==> src/rtl/pll_phase_pkg.sv <==
// rtl/pll_phase_pkg.sv - shared state encoding, idle pin levels and clog2 for the PLL phase controller
package pll_phase_pkg;

    typedef enum logic [2:0] {
        ST_IDLE    = 3'd0,
        ST_SETUP   = 3'd1,
        ST_STEP_LO = 3'd2,
        ST_STEP_HI = 3'd3,
        ST_SETTLE  = 3'd4,
        ST_DONE    = 3'd5,
        ST_ABORT   = 3'd6
    } state_t;

    localparam logic [1:0] IDLE_PHASESEL     = 2'd0;
    localparam logic       IDLE_PHASEDIR     = 1'b1;
    localparam logic       IDLE_PHASESTEP    = 1'b1;
    localparam logic       IDLE_PHASELOADREG = 1'b1;

    // Ceiling log2, never less than 1 so it can size a counter directly.
    function automatic int clog2(input int value);
        int r;
        r = 0;
        for (int i = 0; i < 31; i++) begin
            if ((1 << i) < value) begin
                r = i + 1;
            end
        end
        return (r < 1) ? 1 : r;
    endfunction

endpackage

==> src/rtl/pll_phase_ctrl_lock_filter.sv <==
// rtl/pll_phase_ctrl_lock_filter.sv - 2-FF synchroniser and consecutive-high qualifier for PLL lock
module lock_filter
    import pll_phase_pkg::*;
#(
    parameter int LOCK_FILT = 256
) (
    input  logic clkin,
    input  logic rst_n,
    input  logic pll_lock,
    output logic locked
);

    localparam int CW = clog2(LOCK_FILT + 1);

    logic          sync1;
    logic          sync2;
    logic          qual;
    logic [CW-1:0] cnt;

    always_ff @(posedge clkin or negedge rst_n) begin
        if (!rst_n) begin
            sync1 <= 1'b0;
            sync2 <= 1'b0;
            qual  <= 1'b0;
            cnt   <= '0;
        end else begin
            sync1 <= pll_lock;
            sync2 <= sync1;
            if (!sync2) begin
                qual <= 1'b0;
                cnt  <= '0;
            end else if (!qual) begin
                if (cnt == CW'(LOCK_FILT - 1)) begin
                    qual <= 1'b1;
                end
                cnt <= cnt + 1'b1;
            end
        end
    end

    // Gating with sync2 drops locked in the very cycle the synchronised lock goes low.
    assign locked = qual & sync2;

endmodule

==> src/rtl/pll_phase_ctrl.sv <==
// rtl/pll_phase_ctrl.sv - dynamic phase-shift sequencer for PLL output channels with lock-loss abort
module pll_phase_ctrl
    import pll_phase_pkg::*;
#(
    parameter int NCHAN           = 4,
    parameter int CNTW            = 8,
    parameter int PHW             = 8,
    parameter int STEPS_PER_CYCLE = 16,
    parameter int PULSE_W         = 4,
    parameter int SETTLE          = 16,
    parameter int LOCK_FILT       = 256
) (
    input  logic                 clkin,
    input  logic                 rst_n,
    input  logic                 pll_lock,
    input  logic                 req_valid,
    output logic                 req_ready,
    input  logic [1:0]           req_chan,
    input  logic                 req_dir,
    input  logic [CNTW-1:0]      req_count,
    output logic                 done,
    output logic                 err,
    output logic                 locked,
    output logic [1:0]           phasesel,
    output logic                 phasedir,
    output logic                 phasestep,
    output logic                 phaseloadreg,
    output logic [NCHAN*PHW-1:0] phase_acc
);

    localparam int TMAX = (PULSE_W > SETTLE) ? PULSE_W : SETTLE;
    localparam int TW   = clog2(TMAX + 1);
    localparam logic [PHW-1:0] ACC_MAX = PHW'(STEPS_PER_CYCLE - 1);

    state_t          state;
    state_t          state_nxt;
    logic [TW-1:0]   tmr;
    logic [1:0]      chan_q;
    logic            dir_q;
    logic [CNTW-1:0] rem_q;
    logic [PHW-1:0]  acc [NCHAN];
    logic            locked_i;
    logic            handshake;
    logic            chan_bad;
    logic            tmr_done;
    logic            step_edge;
    logic            active;

    function automatic logic [PHW-1:0] wrap_step(input logic [PHW-1:0] v, input logic up);
        if (up) begin
            return (v == ACC_MAX) ? '0 : v + 1'b1;
        end
        return (v == '0) ? ACC_MAX : v - 1'b1;
    endfunction

    lock_filter #(
        .LOCK_FILT(LOCK_FILT)
    ) u_lock_filter (
        .clkin   (clkin),
        .rst_n   (rst_n),
        .pll_lock(pll_lock),
        .locked  (locked_i)
    );

    assign locked    = locked_i;
    assign req_ready = (state == ST_IDLE) && locked_i;
    assign handshake = req_valid && req_ready;
    assign chan_bad  = ({1'b0, req_chan} >= 3'(NCHAN));
    assign tmr_done  = (tmr == '0);
    assign active    = (state == ST_SETUP) || (state == ST_STEP_LO) ||
                       (state == ST_STEP_HI) || (state == ST_SETTLE);
    assign step_edge = (state == ST_STEP_LO) && (state_nxt == ST_STEP_HI);

    always_comb begin
        state_nxt = state;
        case (state)
            ST_IDLE: begin
                if (handshake) begin
                    state_nxt = chan_bad ? ST_ABORT : ST_SETUP;
                end
            end
            ST_SETUP: begin
                if (tmr_done) begin
                    state_nxt = (rem_q == '0) ? ST_SETTLE : ST_STEP_LO;
                end
            end
            ST_STEP_LO: begin
                if (tmr_done) begin
                    state_nxt = ST_STEP_HI;
                end
            end
            ST_STEP_HI: begin
                if (tmr_done) begin
                    state_nxt = (rem_q <= CNTW'(1)) ? ST_SETTLE : ST_STEP_LO;
                end
            end
            ST_SETTLE: begin
                if (tmr_done) begin
                    state_nxt = ST_DONE;
                end
            end
            ST_DONE:  state_nxt = ST_IDLE;
            ST_ABORT: state_nxt = ST_IDLE;
            default:  state_nxt = ST_IDLE;
        endcase
        // Losing lock anywhere in the shift sequence overrides normal progress.
        if (active && !locked_i) begin
            state_nxt = ST_ABORT;
        end
    end

    always_ff @(posedge clkin or negedge rst_n) begin
        if (!rst_n) begin
            state <= ST_IDLE;
        end else begin
            state <= state_nxt;
        end
    end

    always_ff @(posedge clkin or negedge rst_n) begin
        if (!rst_n) begin
            tmr    <= '0;
            chan_q <= '0;
            dir_q  <= 1'b0;
            rem_q  <= '0;
        end else begin
            if (state_nxt != state) begin
                case (state_nxt)
                    ST_SETUP, ST_STEP_LO, ST_STEP_HI: tmr <= TW'(PULSE_W - 1);
                    ST_SETTLE:                        tmr <= TW'(SETTLE - 1);
                    default:                          tmr <= '0;
                endcase
            end else if (!tmr_done) begin
                tmr <= tmr - 1'b1;
            end

            if (handshake) begin
                chan_q <= req_chan;
                dir_q  <= req_dir;
                rem_q  <= req_count;
            end else if ((state == ST_STEP_HI) && (state_nxt == ST_STEP_LO)) begin
                rem_q <= rem_q - 1'b1;
            end
        end
    end

    always_ff @(posedge clkin or negedge rst_n) begin
        if (!rst_n) begin
            for (int i = 0; i < NCHAN; i++) begin
                acc[i] <= '0;
            end
        end else begin
            for (int i = 0; i < NCHAN; i++) begin
                if (step_edge && (chan_q == i[1:0])) begin
                    acc[i] <= wrap_step(acc[i], dir_q);
                end
            end
        end
    end

    // Select and direction are held from SETUP through SETTLE so the PLL sees stable controls.
    always_comb begin
        phasesel     = IDLE_PHASESEL;
        phasedir     = IDLE_PHASEDIR;
        phasestep    = IDLE_PHASESTEP;
        phaseloadreg = IDLE_PHASELOADREG;
        case (state)
            ST_SETUP, ST_STEP_HI, ST_SETTLE: begin
                phasesel = chan_q;
                phasedir = dir_q;
            end
            ST_STEP_LO: begin
                phasesel  = chan_q;
                phasedir  = dir_q;
                phasestep = 1'b0;
            end
            default: ;
        endcase
    end

    assign done = (state == ST_DONE);
    assign err  = (state == ST_ABORT);

    for (genvar g = 0; g < NCHAN; g++) begin : g_acc
        assign phase_acc[g*PHW +: PHW] = acc[g];
    end

endmodule
==> config.mk <==
export PLATFORM = sky130hd
export DESIGN_NAME = pll_phase_ctrl
export DESIGN_NICKNAME = d
export VERILOG_FILES = /design/src/rtl/pll_phase_pkg.sv /design/src/rtl/pll_phase_ctrl_lock_filter.sv /design/src/rtl/pll_phase_ctrl.sv
export SDC_FILE = /design/constraint.sdc
export NUM_CORES = 1
export LEC_CHECK = 0
export CORE_MARGIN = 4
export CORE_UTILIZATION = 45
export DETAILED_ROUTE_END_ITERATION = 8
export GPL_TIMING_DRIVEN = 0
export PLACE_DENSITY_LB_ADDON = 0.12
export SYNTH_ARGS = -nofsm -noshare
export SYNTH_HDL_FRONTEND = slang
export SYNTH_SLANG_ARGS = --single-unit
==> constraint.sdc <==
create_clock -name clkin -period 2.25 [get_ports clkin]
set_input_delay 0.3375 -clock clkin [delete_from_list [all_inputs] [get_ports clkin]]
set_output_delay 0.3375 -clock clkin [all_outputs]
set_load 0.01 [all_outputs]
## Word level (Yosys, flattened, before mapping)

Index checks and enable logic that the tools add are counted.

| storage, ports and cells | value |
|---|---|
| logic and storage cells | 114 |
| latch bits | 0 |
| memory bits (read-only) | 0 |
| flip-flop bits (word level) | 63 |
| output and inout port bits | 41 |
| memory bits (writable) | 0 |
| input port bits | 15 |
| memories | 0 |

| operators by class | value |
|---|---|
| magnitude comparators | 1 |
| shifts and indexed selects | 0 |
| divide/modulo/power cells | 0 |
| reduce and logical (&&, ||, !) cells | 24 |
| equality and inequality tests | 21 |
| bitwise logic cells | 1 |
| mux-type cells | 43 |
| add/sub/neg operators | 11 |
| multipliers | 0 |

Operators with widths:

| operator | count |
|---|---|
| $mux 8 | 18 |
| $logic_not 8->1 | 5 |
| $sub 8x1->8 const B | 5 |
| $add 8x1->8 const B | 4 |
| $eq 8x4->1 const B | 4 |
| $mux 3 | 8 |
| $mux 9 | 2 |
| $pmux 3 s5 | 1 |
| $eq 3x2->1 const B | 4 |
| $eq 3x3->1 const B | 4 |
| $mux 1 | 10 |
| $mux 5 | 2 |
| $add 9x1->9 const B | 1 |
| $eq 9x8->1 const B | 1 |
| $logic_and 1x1->1 | 9 |
| $le 8x1->1 const B | 1 |
| $pmux 4 s2 | 1 |
| $eq 3x1->1 const B | 2 |
| $logic_not 5->1 | 1 |
| $sub 5x1->5 const B | 1 |
| $eq 2x2->1 const B | 2 |
| $reduce_or 4->1 | 1 |
| $logic_not 3->1 | 1 |
| $logic_or 1x1->1 | 3 |
| other kinds (10) | 10 |

## Depth between registers and ports, before layout

Gate-level depths: netlist of the first run.

| logic depth | value |
|---|---|
| depth in word-level cells | 11 |
| mapped depth | 10 |
| depth with buffers taken out | 8 |

## Modules after synthesis

A second synthesis of the first run with hierarchy kept.

| second synthesis, totals | value |
|---|---|
| cell total of the unflattened synthesis | 526 |
| area total of the unflattened synthesis | 4391.7 um^2 |

By module, submodules not included:

| module | cells an instance | seq. area each (um^2) | area an instance (um^2) | times used |
|---|---|---|---|---|
| pll_phase_ctrl | 473 | 1276.2 | 3842.4 | 1 |
| lock_filter | 53 | 300.3 | 549.3 | 1 |

## Worst setup path before layout of the first run

Ideal clock, no wire load.

| timing | value |
|---|---|
| path kind | reg-to-reg |
| start | register tmr[0] |
| end | register tmr[0] |
| clock period less this slack | 2.261 ns |
| arrival | 2.136 ns |
| required time | 2.125 ns |
| setup slack | -0.011 ns |
| setup time | 0.125 ns |
| path buffers | 1 |
| stages on the path, launching flop included | 9 |
| cell sequence | dfrtp_1 > inv_1 > ha_1 > or4b_1 > clkbuf_1 > o31a_1 > nand4_1 > mux2_2 > mux2_2 |

| between the ends | value |
|---|---|
| cells in the longest elaborated chain, start to end | 8 |
| elaborated cells on any way between the ends | 18 |
| those cells by class | add/sub (1); eq/ne (6); mux (9); reduce/logical (2) |

Ends and longest elaborated chain:

| item | line | source |
|---|---|---|
| start, declared | pll_phase_ctrl.sv:37 | `logic [TW-1:0] tmr;` |
| start signal, assigned | pll_phase_ctrl.sv:129 | `ST_SETUP, ST_STEP_LO, ST_STEP_HI: tmr <= TW'(PULSE_W - 1);` |
| start signal, assigned | pll_phase_ctrl.sv:130 | `ST_SETTLE: tmr <= TW'(SETTLE - 1);` |
| start signal, assigned | pll_phase_ctrl.sv:134 | `tmr <= tmr - 1'b1;` |
| $logic_not 5->1 | pll_phase_ctrl.sv:69 | `assign tmr_done = (tmr == '0);` |
| $mux 3 (on tied branches) | n/a |  |
| $pmux 3 s5 | pll_phase_ctrl.sv:76 | `case (state)` |
| $mux 3 | pll_phase_ctrl.sv:107 | `if (active && !locked_i) begin` |
| $eq 3x2->1 or $eq 3x1->1 (tied branches) | pll_phase_ctrl.sv:128 | `case (state_nxt)` |
| $reduce_or 3->1 | pll_phase_ctrl.sv:128 |  |
| $pmux 4 s2 | pll_phase_ctrl.sv:128 |  |
| $mux 5 | pll_phase_ctrl.sv:127 | `if (state_nxt != state) begin` |

Parallel ways exist; a longest one is shown, timed or not. The select of a mux whose other input is x is not followed.
A chain may end at the register's enable or synchronous reset.

## Worst setup path in the final report of the first run

| timing | value |
|---|---|
| start | register tmr[0] |
| end | register state[1] |

| between the ends | value |
|---|---|
| cells in the longest elaborated chain, start to end | 4 |
| elaborated cells on any way between the ends | 7 |
| those cells by class | mux (6); reduce/logical (1) |

Ends and longest elaborated chain:

| item | line | source |
|---|---|---|
| $logic_not 5->1 (*) | pll_phase_ctrl.sv:69 |  |
| $mux 3 (on tied branches) | n/a |  |
| $pmux 3 s5 (*) | pll_phase_ctrl.sv:76 |  |
| $mux 3 (*) | pll_phase_ctrl.sv:107 |  |
| net state_nxt[1] | pll_phase_ctrl.sv:36 | `state_t state_nxt;` |
| end signal, assigned | pll_phase_ctrl.sv:116 | `state <= state_nxt;` |
| end, declared | pll_phase_ctrl.sv:35 | `state_t state;` |

Mark *: on every way through the listed nets, which the timed path passes. The rest lies on a longest branch.

==> results of run 1 <==
kinds of logic after synthesis:
| group | synth area share [%] |
|---|---|
| adder cells (fa/ha/maj) | 5.39 |
| other | 0.0850 |
| AO/OA/AOI/OAI | 22.4 |
| flip-flops | 35.7 |
| XOR/XNOR | 4.37 |
| buffers and inverters | 5.22 |
| AND/OR/NAND/NOR | 24.5 |
| multiplexers | 2.24 |
flip-flops by register name, summed over array words and instances (netlist names):
signal,flops
u_lock_filter.qual,1
rem_q,8
phase_acc,32
dir_q,1
chan_q,2
u_lock_filter.cnt,9
state,3
tmr,5
u_lock_filter.sync1,1
u_lock_filter.sync2,1
cells in the mapped netlist (5+ instances only):
cell	instances	share of area [%]
nand4_1	12	1.7
and3_1	12	1.7
nand2b_1	7	0.99
xnor2_1	15	3.0
a21oi_1	43	4.9
nor3_1	11	1.2
or3_1	7	0.99
mux2_2	7	1.8
o22ai_1	8	1.1
nor2_1	32	2.7
a31oi_1	20	2.8
nor4_1	8	1.1
inv_1	22	1.9
nand2_1	44	3.7
xor2_1	7	1.4
and2_1	9	1.3
clkbuf_1	20	1.7
nand3_1	25	2.8
ha_1	19	5.4
buf_2	7	0.79
a22oi_1	5	0.85
o21ai_0	52	5.9
dfrtp_1	63	36
metrics by stage:
stage	std cells	power, mW
after floorplan	526	1.18
after global placement	709	1.23
after detailed placement	709	1.23
after CTS	747	2.16
after global routing	762	2.22
final	762	2.13
layer usage:
metal / vias up / part of all wire, % / global-route usage, %
li1: 2133 / - / -
met1: 2122 / 44 / 27.5
met2: 103 / 50 / 34.3
met3: 18 / 4.0 / 3.01
met4: 0 / 1.8 / 6.58
met5: - / 0 / 0
layout make-up:
class	count	area [sq um]
Buffer	27	139
Clock buffer	11	151
Clock inverter	5	32.5
Fill cell	809	3500
Inverter	23	93.8
Multi-Input combinational cell	408	2860
Sequential cell	63	1580
Tap cell	129	161
Timing Repair Buffer	96	857
worst reg2reg max path: stages, from the launching register on:
cell	delay (ps)
dfrtp_1	400
inv_2	90
ha_4	140
or4b_4	540
nor3_4	230
a22oi_2	90
buf_4	140
buf_4	120
buf_4	120
buf_4	120
buf_4	120
buf_4	120
nand2_2	50
power by group through the flow:
stage	combinational, mW	clock [mW]	sequential, mW
floorplan	0.0168	0	1.16
global placement	0.0686	0	1.17
detailed placement	0.0690	0	1.17
CTS	0.0696	0.942	1.14
global route	0.0765	0.997	1.14
finish	0.0666	0.920	1.14
timing repair:
action | 4_1_cts | 5_1_grt
buffers inserted | 24 | 19
pin swaps | 3 | 13
resized for setup | 22 | 52
endpoints found under the setup margin | 40 | 45
how the worst max path moves through the flow:
| stage | startpoint | to | slack (ps) | depth (start not counted) |
|---|---|---|---|---|
| floorplan | tmr[0] | tmr[0] | 8 | 8 |
| global placement | rst_n | state[0] | -1360 | 1 |
| detailed placement | tmr[0] | phase_acc[0] | -260 | 7 |
| CTS | phase_acc[8] | phase_acc[14] | -20 | 7 |
| global route | tmr[1] | tmr[0] | -110 | 10 |
| finish | tmr[0] | state[1] | -70 | 12 |
==> impl_metrics.ini, run 1 <==
[run_status]
status = finished with violations
failed_checks = negative setup slack

[timing]
fin_ws_ps = -68.6
period_share_pct = 103
maxSlewHeadroom_pct = 46.1
rsz0062_at_grt = true
period_needed_ps = 2320
final-setup-viol-count = 2
fmax_mhz = 431
drv_slew = 0
clock_skew_ps = 6.28
finalHoldWorstSlack_ps = 80.8
hold_viol_final = 0
finalSetupTns_ps = -109
tightest_slew_ps = 808

[die]
core_sq_um = 9370
rows = 35
die_area_sq_um = 11500
dieHeight_um = 107
start_util_pct = 47.1
ios = 56
fp.dieW_um = 107

[cells_and_area]
drive_gt1_share_pct = 22.1
design_area_sq_um = 5870
final_nets = 662
num_antenna_cells = 0
final_util_pct = 62.7
layout_commonest_cell = dfrtp_1
final_cell_mix = dfrtp_1 (59), o21ai_0 (50), clkdlybuf4s50_1 (50), buf_4 (49), a21oi_1 (43)
syn_to_final_growth_pct = 33.1

[power]
vdd_drop_max_mv = 0.328
swShare_pct = 23.7
clkPwrFrac_pct = 43.2
power_frac_seq_pct = 53.7
p_per_area_nw_per_um2 = 363
p_sw_uw = 505
p_leak_nw = 2.48
p_comb_share_pct = 3.1
internal_power_mw = 1.62

[synthesis]
async_flop_share_pct = 100
seq_area_frac_synth_pct = 35.7
ys.flop_type = dfrtp_1
synth_edf_count = 0
synth.distinct_cells = 65
yosysWarnings = 0
synth_seq_cells = 63
syn_area_sq_um = 4410
syn-num-nets = 560
netlist_instances = 526
syn_avg_cell_area_sq_um = 8.39

[global_routing]
grt_overflow = 0
grt_max_degree = 64
grt_pass1_vias = 4081
gr-usage-all-layers_pct = 20.5
antenna_found_initial = 0
grt_pass1_wl_um = 19300

[setup_path]
crit_type = flop to flop
reg2reg_to = state[1]
path_max_fanout = 7
cp_cell_sequence = inv_2 -> ha_4 -> or4b_4 -> nor3_4 -> a22oi_2 -> buf_4 -> buf_4 -> buf_4 -> buf_4 -> buf_4 -> buf_4 -> nand2_2
cp-end-kind = flop
cp_top_family = buffers and inverters
required_ps = 2520
r2r_setup_slack_ps = -70
slowest_stage = or4b_4
arrival_ps = 2590
rr_startpoint = tmr[0]
rr_worst_depth = 12
cpPeakStageDelay_ps = 540
crit_top_cell = buf_4
cp.buffers_inverters = 7
start_kind = flop

[detailed_routing]
ant_nets = 0
drc = 0
num_vias = 4376
vias_per_cell = 5.74
drt_iter0_markers = 239
routedWlPerCell_um = 15.7
finalWirelength_um = 11900
first_pass_iters = 5

[place]
pre_cts_slack_ps = -257
numPortBuffers = 54
gp_congestion = 0.878
detailed_place_hpwl_um = 7630
dpl-instance-area_sq_um = 5110

[hold_path]
hp-class = input port to async pin

[clock_network]
cts_tree = done
cts_buffer_depth = 2
htree_levels = 3
clk_pin_slew_ps = 70
clock_latency_ps = 340
cts_made_buffers = 9
hold_buffers = 0
root_buffer = clkbuf_8
numClockSinks = 63

[job]
maxCapViolations = 0
Power figures use the tool's default switching activity.
==> run 2, diff against run 1 <==
ABC_CLOCK_PERIOD_IN_PS = 2250   (was default)
==> results of run 2 <==
No change in the layout: final DEF, timing and power equal those of run 1.
==> run 3, diff against run 2 <==
GPL_TIMING_DRIVEN = default   (was 0)
==> run 3 against run 2 <==
Net effect:
- power fell by 0.75%
- sequential power barely moved
- critical path type unchanged
- the flow finishes with violations (negative hold slack)
- critical endpoint is now tmr[0]
- routed wire length fell by 9.1%
- largest cell class unchanged
==> impl_metrics.ini, run 3 (synthesis gave the netlist of run 1 again) <==
[timing]
drv_slew = 0
hold_viol_final = 11
period_needed_ps = 2210
finalHoldWorstSlack_ps = -9.38
period_share_pct = 98.0
rsz0062_at_grt = true
fmax_mhz = 453
final-setup-viol-count = 0
clock_skew_ps = 6.05
finalSetupTns_ps = 0
maxSlewHeadroom_pct = 59.1
tightest_slew_ps = 605

[global_routing]
grt_max_degree = 64
grt_pass1_vias = 3879
antenna_found_initial = 0
grt_pass1_wl_um = 18100
grt_overflow = 0
gr-usage-all-layers_pct = 19.1

[power]
p_per_area_nw_per_um2 = 378
p_sw_uw = 489
p_leak_nw = 2.40
swShare_pct = 23.1
p_comb_share_pct = 3.3
vdd_drop_max_mv = 0.355
power_mw = 2.11
internal_power_mw = 1.62
clkPwrFrac_pct = 42.6
power_frac_seq_pct = 54.1

[setup_path]
start_kind = flop
r2r_setup_slack_ps = 40
required_ps = 2480
arrival_ps = 2440
rr_startpoint = tmr[1]
rr_worst_depth = 8
cp-end-kind = flop
startpoint = tmr[1]
path_max_fanout = 3
critPathCapture = tmr[0]
reg2reg_to = tmr[0]
crit_type = flop to flop

[die]
fp.dieW_um = 107
die_area_sq_um = 11500
ios = 56
core_sq_um = 9370
rows = 35
dieHeight_um = 107
start_util_pct = 47.1

[detailed_routing]
routedWlPerCell_um = 14.7
finalWirelength_um = 10800
drt_iter0_markers = 174
ant_nets = 0
num_vias = 4211
first_pass_iters = 4
vias_per_cell = 5.71
drc = 0

[run_status]
failed_checks = negative hold slack
status = finished with violations

[cells_and_area]
num_antenna_cells = 0
final_nets = 638
drive_gt1_share_pct = 17.3
design_area_sq_um = 5590
layout_commonest_cell = dfrtp_1
largest_reg_flops = 32
syn_to_final_growth_pct = 26.7
final_cell_mix = dfrtp_1 (60), clkdlybuf4s50_1 (52), o21ai_0 (50), nand2_1 (44)

[clock_network]
numClockSinks = 63
htree_levels = 3
clk_pin_slew_ps = 70
cts_made_buffers = 9
cts_buffer_depth = 2
clock_latency_ps = 350
cts_tree = done
root_buffer = clkbuf_8

[place]
numPortBuffers = 54
gp_congestion = 0.851
dpl-instance-area_sq_um = 5260
detailed_place_hpwl_um = 7560

[hold_path]
hp-class = input port to async pin

[job]
maxCapViolations = 0
-- run 3: metal layers --
metal  up-vias  track usage (%)  wire [um]
met5         -                0          0
met4         0             6.58        180
met3        21             3.61        582
met2       114             30.9       5130
met1      1990             25.8       4950
li1       2086                -          -
-- run 3: power by group through the flow --
stage          combinational, mW  sequential [mW]  clock [mW]
3_3_place_gp              0.0718             1.17           0
3_5_place_dp              0.0724             1.17           0
4_1_cts                   0.0727             1.14       0.928
2_1_floorplan             0.0168             1.16           0
6_report                  0.0691             1.14       0.901
5_1_grt                   0.0805             1.14       0.986
-- run 3: timing repair --
item / 4_1_cts / 5_1_grt
buffers inserted: 2 / 6
resized for setup: 6 / 22
pin swaps: 0 / 7
setup endpoints to repair: 5 / 15
hold buffers: 0 / 0
-- run 3: layout make-up --
class / instances / area, sq um
Inverter: 23 / 86.3
Tap cell: 129 / 161
Clock inverter: 3 / 18.8
Fill cell: 886 / 3780
Multi-Input combinational cell: 408 / 2690
Sequential cell: 63 / 1580
Timing Repair Buffer: 99 / 896
Clock buffer: 12 / 155
-- run 3: worst min-delay path by stage --
| stage | start | depth (start not counted) | slack (ps) | to |
|---|---|---|---|---|
| after detailed placement | u_lock_filter.sync1 | 0 | 340 | u_lock_filter.sync2 |
| after global routing | rst_n | 2 | 20 | phase_acc[3] |
| after CTS | rst_n | 2 | 8 | phase_acc[5] |
| final | rst_n | 2 | -9 | phase_acc[20] |
| after global placement | u_lock_filter.sync1 | 0 | 330 | u_lock_filter.sync2 |
| after floorplan | rst_n | 0 | 40 | chan_q[0] |
-- run 3: critical path, stage by stage, from the launching register on --
cell,delay (ps)
dfrtp_1,390
inv_2,80
ha_4,140
or4b_4,500
nor3_2,140
a22oi_1,120
nand4_1,150
mux2_4,320
mux2_2,260
-- run 3: through the flow --
stage / cells / util (%) / setup WS (ps)
floorplan: 526 / - / 8.26
global route: 737 / 59.6 / -67.0
CTS: 731 / 58.3 / 4.61
global placement: 714 / 56.1 / 33.0
detailed placement: 714 / 56.1 / -6.73
finish: 737 / 59.6 / 44.6
